`src/rtl/nbbpu_pkg.sv`:
```
// rtl/nbbpu_pkg.sv - shared opcode, controller-state and decode-class types for the NBBPU
//
// Purpose: single home for the 4-bit opcode map, the controller state
// encoding and the instruction class produced by the decoder, so the
// controller, the ALU and benches agree on one set of names.
// Ports: none (package).

package nbbpu_pkg;

  typedef enum logic [3:0] {
    OP_ADD = 4'h0,
    OP_SUB = 4'h1,
    OP_AND = 4'h2,
    OP_IOR = 4'h3,
    OP_XOR = 4'h4,
    OP_SHR = 4'h5,
    OP_SHL = 4'h6,
    OP_CMP = 4'h7,
    OP_JMP = 4'h8,
    OP_BRZ = 4'h9,
    OP_BRN = 4'hA,
    OP_HLT = 4'hB,
    OP_LOD = 4'hC,
    OP_STR = 4'hD,
    OP_SEL = 4'hE,
    OP_SEU = 4'hF
  } opcode_e;

  typedef enum logic [2:0] {
    ST_START   = 3'd0,
    ST_FETCH   = 3'd1,
    ST_EXECUTE = 3'd2,
    ST_MEMORY  = 3'd3,
    ST_HALT    = 3'd4
  } state_e;

  typedef enum logic [2:0] {
    CL_ALU    = 3'd0,
    CL_SET    = 3'd1,
    CL_BRANCH = 3'd2,
    CL_LOAD   = 3'd3,
    CL_STORE  = 3'd4,
    CL_HALT   = 3'd5
  } class_e;

  // The eight ALU opcodes occupy the bottom half of the opcode space.
  function automatic logic is_alu_op(input opcode_e op);
    return op <= OP_CMP;
  endfunction

endpackage

```
`src/rtl/nbbpu_decode.sv`:
```
// rtl/nbbpu_decode.sv - combinational opcode-to-control decode for the NBBPU controller
//
// Purpose: turns the registered opcode (plus the datapath branch flags) into
// an instruction class and the register-file / PC-select controls. The
// controller decides in which state and cycle these are allowed out.
// Ports:
//   opcode          in  4  opcode field of the instruction register
//   branch_zero     in  1  operand register == 0
//   branch_negative in  1  operand register bit 15
//   op_class        out    alu/set/branch/load/store/halt
//   wr_lower        out 1  write register bits [7:0]
//   wr_upper        out 1  write register bits [15:8]
//   reg_set         out 1  immediate byte selected as register input
//   pc_select       out 1  take jump target instead of PC+2

module nbbpu_decode
  import nbbpu_pkg::*;
(
  input  logic [3:0] opcode,
  input  logic       branch_zero,
  input  logic       branch_negative,
  output class_e     op_class,
  output logic       wr_lower,
  output logic       wr_upper,
  output logic       reg_set,
  output logic       pc_select
);

  opcode_e op;
  assign op = opcode_e'(opcode);

  always_comb begin
    op_class  = CL_ALU;
    wr_lower  = 1'b0;
    wr_upper  = 1'b0;
    reg_set   = 1'b0;
    pc_select = 1'b0;
    if (is_alu_op(op)) begin
      op_class = CL_ALU;
      wr_lower = 1'b1;
      wr_upper = 1'b1;
    end else begin
      case (op)
        OP_JMP: begin
          op_class  = CL_BRANCH;
          pc_select = 1'b1;
        end
        OP_BRZ: begin
          op_class  = CL_BRANCH;
          pc_select = branch_zero;
        end
        OP_BRN: begin
          op_class  = CL_BRANCH;
          pc_select = branch_negative;
        end
        OP_HLT: op_class = CL_HALT;
        // Load write enables are only released by the controller in the
        // data_ready cycle of MEMORY.
        OP_LOD: begin
          op_class = CL_LOAD;
          wr_lower = 1'b1;
          wr_upper = 1'b1;
        end
        OP_STR: op_class = CL_STORE;
        OP_SEL: begin
          op_class = CL_SET;
          reg_set  = 1'b1;
          wr_lower = 1'b1;
        end
        OP_SEU: begin
          op_class = CL_SET;
          reg_set  = 1'b1;
          wr_upper = 1'b1;
        end
        default: op_class = CL_ALU;
      endcase
    end
  end

endmodule

```
`src/rtl/nbbpu_controller.sv`:
```
// rtl/nbbpu_controller.sv - multi-cycle fetch/execute/memory sequencer for the NBBPU datapath
//
// Purpose: fetches 16-bit instructions over a request/ready handshake,
// holds them in the instruction register, and sequences the datapath's
// register-write, set, PC-select and PC-enable controls. Loads and stores
// stall in MEMORY until data_ready. Counts retired instructions.
// Ports:
//   clock, reset (async, active low)
//   instr_data/instr_ready      instruction memory response
//   data_ready                  data memory access complete
//   branch_zero/branch_negative datapath flags
//   instr_req, data_read_req, data_write_req   memory requests
//   instruction                 instruction register to datapath
//   reg_write_lower/upper, reg_set, PC_select, pc_enable   datapath controls
//   halted, retired             status

module nbbpu_controller
  import nbbpu_pkg::*;
#(
  parameter int RETIRE_WIDTH = 16
) (
  input  logic                    clock,
  input  logic                    reset,
  input  logic [15:0]             instr_data,
  input  logic                    instr_ready,
  input  logic                    data_ready,
  input  logic                    branch_zero,
  input  logic                    branch_negative,
  output logic                    instr_req,
  output logic                    data_read_req,
  output logic                    data_write_req,
  output logic [15:0]             instruction,
  output logic                    reg_write_lower,
  output logic                    reg_write_upper,
  output logic                    reg_set,
  output logic                    PC_select,
  output logic                    pc_enable,
  output logic                    halted,
  output logic [RETIRE_WIDTH-1:0] retired
);

  state_e                  state_q, state_d;
  logic [15:0]             instr_q, instr_d;
  logic [RETIRE_WIDTH-1:0] retired_q, retired_d;
  logic                    retire_inc;

  class_e dec_class;
  logic   dec_wr_lower;
  logic   dec_wr_upper;
  logic   dec_reg_set;
  logic   dec_pc_select;

  nbbpu_decode u_decode (
    .opcode          (instr_q[15:12]),
    .branch_zero     (branch_zero),
    .branch_negative (branch_negative),
    .op_class        (dec_class),
    .wr_lower        (dec_wr_lower),
    .wr_upper        (dec_wr_upper),
    .reg_set         (dec_reg_set),
    .pc_select       (dec_pc_select)
  );

  always_comb begin
    state_d         = state_q;
    instr_d         = instr_q;
    retire_inc      = 1'b0;
    instr_req       = 1'b0;
    data_read_req   = 1'b0;
    data_write_req  = 1'b0;
    reg_write_lower = 1'b0;
    reg_write_upper = 1'b0;
    reg_set         = 1'b0;
    PC_select       = 1'b0;
    pc_enable       = 1'b0;
    halted          = 1'b0;

    case (state_q)
      ST_START: state_d = ST_FETCH;

      ST_FETCH: begin
        instr_req = 1'b1;
        if (instr_ready) begin
          instr_d = instr_data;
          state_d = ST_EXECUTE;
        end
      end

      ST_EXECUTE: begin
        case (dec_class)
          CL_LOAD, CL_STORE: state_d = ST_MEMORY;
          // HLT never pulses pc_enable, so it is counted on entry to HALT.
          CL_HALT: begin
            state_d    = ST_HALT;
            retire_inc = 1'b1;
          end
          default: begin
            reg_write_lower = dec_wr_lower;
            reg_write_upper = dec_wr_upper;
            reg_set         = dec_reg_set;
            PC_select       = dec_pc_select;
            pc_enable       = 1'b1;
            state_d         = ST_FETCH;
          end
        endcase
      end

      ST_MEMORY: begin
        data_read_req  = (dec_class == CL_LOAD);
        data_write_req = (dec_class == CL_STORE);
        if (data_ready) begin
          // Decode gives zero write enables for stores.
          pc_enable       = 1'b1;
          reg_write_lower = dec_wr_lower;
          reg_write_upper = dec_wr_upper;
          state_d         = ST_FETCH;
        end
      end

      ST_HALT: halted = 1'b1;

      default: state_d = ST_START;
    endcase

    if (pc_enable) begin
      retire_inc = 1'b1;
    end
    retired_d = retired_q + {{(RETIRE_WIDTH-1){1'b0}}, retire_inc};
  end

  always_ff @(posedge clock or negedge reset) begin
    if (!reset) begin
      state_q   <= ST_START;
      instr_q   <= 16'h0000;
      retired_q <= '0;
    end else begin
      state_q   <= state_d;
      instr_q   <= instr_d;
      retired_q <= retired_d;
    end
  end

  assign instruction = instr_q;
  assign retired     = retired_q;

endmodule

```
`config.mk`:
```
export PLATFORM = sky130hd
export DESIGN_NAME = nbbpu_controller
export DESIGN_NICKNAME = d
export VERILOG_FILES = /design/src/rtl/nbbpu_pkg.sv /design/src/rtl/nbbpu_decode.sv /design/src/rtl/nbbpu_controller.sv
export SDC_FILE = /design/constraint.sdc
export NUM_CORES = 1
export LEC_CHECK = 0
export BUFFER_PORTS_ARGS = -buffer_cell sky130_fd_sc_hd__buf_2
export CAP_MARGIN = 10
export CORE_MARGIN = 2
export CORE_UTILIZATION = 49
export DETAILED_ROUTE_END_ITERATION = 8
export PLACE_DENSITY = 0.87
export SLEW_MARGIN = 5
export SYNTH_ARGS = -nofsm -noshare
export SYNTH_HDL_FRONTEND = slang
export SYNTH_SLANG_ARGS = --single-unit
export TNS_END_PERCENT = 50
```
`constraint.sdc`:
```
create_clock -name clock -period 5.85 [get_ports clock]
set_input_delay 0.8775 -clock clock [delete_from_list [all_inputs] [get_ports clock]]
set_output_delay 0.8775 -clock clock [all_outputs]
set_load 0.005 [all_outputs]
```
==> results.cfg <==
[routing]
drt_wl_total_um = 3310
wl_per_cell_um = 13.6
num_vias = 1285
drtIter0Drc = 56
drc = 0
drt_first_pass_iters = 4
ant_nets = 0
via_per_inst = 5.27

[power_and_ir_drop]
leakage_nw = 1.00
power_mw = 0.823
power_density_nw_per_um2 = 414
ir_worst_vdd_mv = 0.238

[timing]
grt_setup_unrepaired = false
tightest_slew_ns = 1.11
fin_crit_sh = 0.493
postLayoutSetupSlackWorst_ns = 2.96
maxSlewViolCount = 0
max_freq_mhz = 347
skew_ns = 0.0110
finalSetupViolCount = 0
fin_setup_tns_ns = 0
max_slew_margin = 0.262
period_needed_ns = 2.89
hold_viol_final = 0

[cts]
clk_path_buf_depth = 2
clkLatencyLatePin_ns = 0.33
cts_buffers = 5
cts_sinks = 35
path_clk_slew_ns = 0.10
cts_resized = 0
cts_tree = yes
cts_setup_buffers = 0
cts_hold_buf = 0
htreeDepth = 2
cts_root_buf = clkbuf_4

[logic_synthesis]
syn_area_um2 = 1600
synth_cell_types = 30
ys.warnings.count = 0
yosysSeqAreaShare = 0.549
synth_nets = 160
syn_inst = 136
synth-seq-cells = 35
syn_avg_cell_area_um2 = 11.7

[setup_path]
worst_setup_path_start_kind = flop
worst-endpoint-arrival_ns = 2.01
critPathKind = reg -> out
cp_data_required_time_ns = 4.97
crit_fanout = 10
end_kind = output port

[global_routing]
grt_max_degree = 36
grt_remaining_overflow = 0
grt_pass1_wl_um = 5130
grt_use_total = 0.193
antenna_found_initial = 0
first_global_vias = 1166

[cells_and_area]
final_cell_mix = buf_2, dfrtp_1, mux2_2, nand3_1, xor2_1
layout_commonest_cell = buf_2
n_antenna_cell = 0
postLayoutCellArea_um2 = 1990
syn_to_final_growth_pct = 24.6
drive_gt1_frac = 0.415
layout.nets = 225

[floorplanning]
die_w_um = 61.1
io_pins = 63
placementRows = 20
die_area_um2 = 3730
core_area_um2 = 3080
start_util = 0.518
die_h_um = 61.1

[placed_design]
io_buffers = 62
dpl_worst_slack_ns = 3.21
place.gp.congestion = 0.883
hpwlAfterDp_um = 2530
place_area_um2 = 1950

[run]
drv_cap = 0

[run_status]
status = finished clean

[min_path]
hold_class = reg -> reg
==> report_power, final <==
part / internal [mW] / switching (mW) / total, mW
combinational: 0.166 / 0.132 / 0.298
sequential: 0.324 / 0.0879 / 0.412
clock: 0.0427 / 0.0703 / 0.113
==> sequential cells by signal (all words and copies together) (netlist names) <==
name,flops
instruction,16
retired,16
state_q,3
==> final timing paths <==
path | cells past startpoint | slack, ns | endpoint | start
min reg2reg | 1 | 0.47 | retired[15] | retired[15]
max | 4 | 2.96 | PC_select | state_q[1]
min | 1 | 0.47 | retired[15] | retired[15]
max reg2reg | 8 | 3.17 | retired[14] | state_q[1]
max in group asynchronous | 1 | 4.79 | instruction[12] | reset
min in group asynchronous | 1 | 0.60 | retired[14] | reset
==> final cells by class <==
type,count,area (µm²)
Tap cell,44,55.1
Multi-Input combinational cell,92,687
Clock buffer,6,41.3
Fill cell,262,1090
Inverter,5,18.8
Sequential cell,35,876
Timing Repair Buffer,62,310
==> logic make-up after synthesis <==
kind of cell,count (synthesis),synth area share
compound gates,13,0.0588
xor+xnor,15,0.0824
fa+ha+maj,2,0.0157
buf+inv,9,0.0298
flops,35,0.549
mux,14,0.0988
simple gates,48,0.165
==> cells in the mapped netlist, drive strengths merged <==
master | count | share of area
or3b | 1 | 0.0055
dfrtp | 35 | 0.55
and4b | 1 | 0.0063
nand3b | 1 | 0.0047
nand3 | 9 | 0.028
nand4 | 5 | 0.020
xor2 | 9 | 0.049
ha | 2 | 0.016
inv | 5 | 0.012
nor3 | 5 | 0.016
and2b | 1 | 0.0047
and3b | 1 | 0.0055
nor4bb | 1 | 0.0063
a2111oi | 1 | 0.017
o21ai | 4 | 0.013
a221oi | 1 | 0.0055
nor2 | 6 | 0.014
a21oi | 6 | 0.019
nand2b | 1 | 0.0039
nor2b | 4 | 0.016
mux2 | 14 | 0.099
nor3b | 1 | 0.0047
nand2 | 8 | 0.019
o21bai | 1 | 0.0047
buf | 4 | 0.018
xnor2 | 6 | 0.033
nor4 | 3 | 0.012
==> per-layer routing <==
| layer | track usage | up-vias | part of all wire |
|---|---|---|---|
| li1 | - | 602 | - |
| met1 | 0.239 | 601 | 0.43 |
| met2 | 0.302 | 69 | 0.46 |
| met3 | 0.0672 | 13 | 0.086 |
| met4 | 0.0963 | 0 | 0.027 |
| met5 | 0 | - | 0 |
==> per-stage QoR <==
stage,util,hold WS (ns),cells
floorplan,-,0.465,136
global placement,0.633,0.453,238
detailed placement,0.633,0.455,238
CTS,0.646,0.474,244
global route,0.646,0.510,244
finish,0.646,0.473,244
==> worst max-delay path: stages, from the launching register on <==
cell and delay, ns:
dfrtp_1 0.55, and2b_1 0.22, or3b_1 0.48, a2111oi_4 0.26, buf_2 0.18
(Power assumes the default switching activity.)
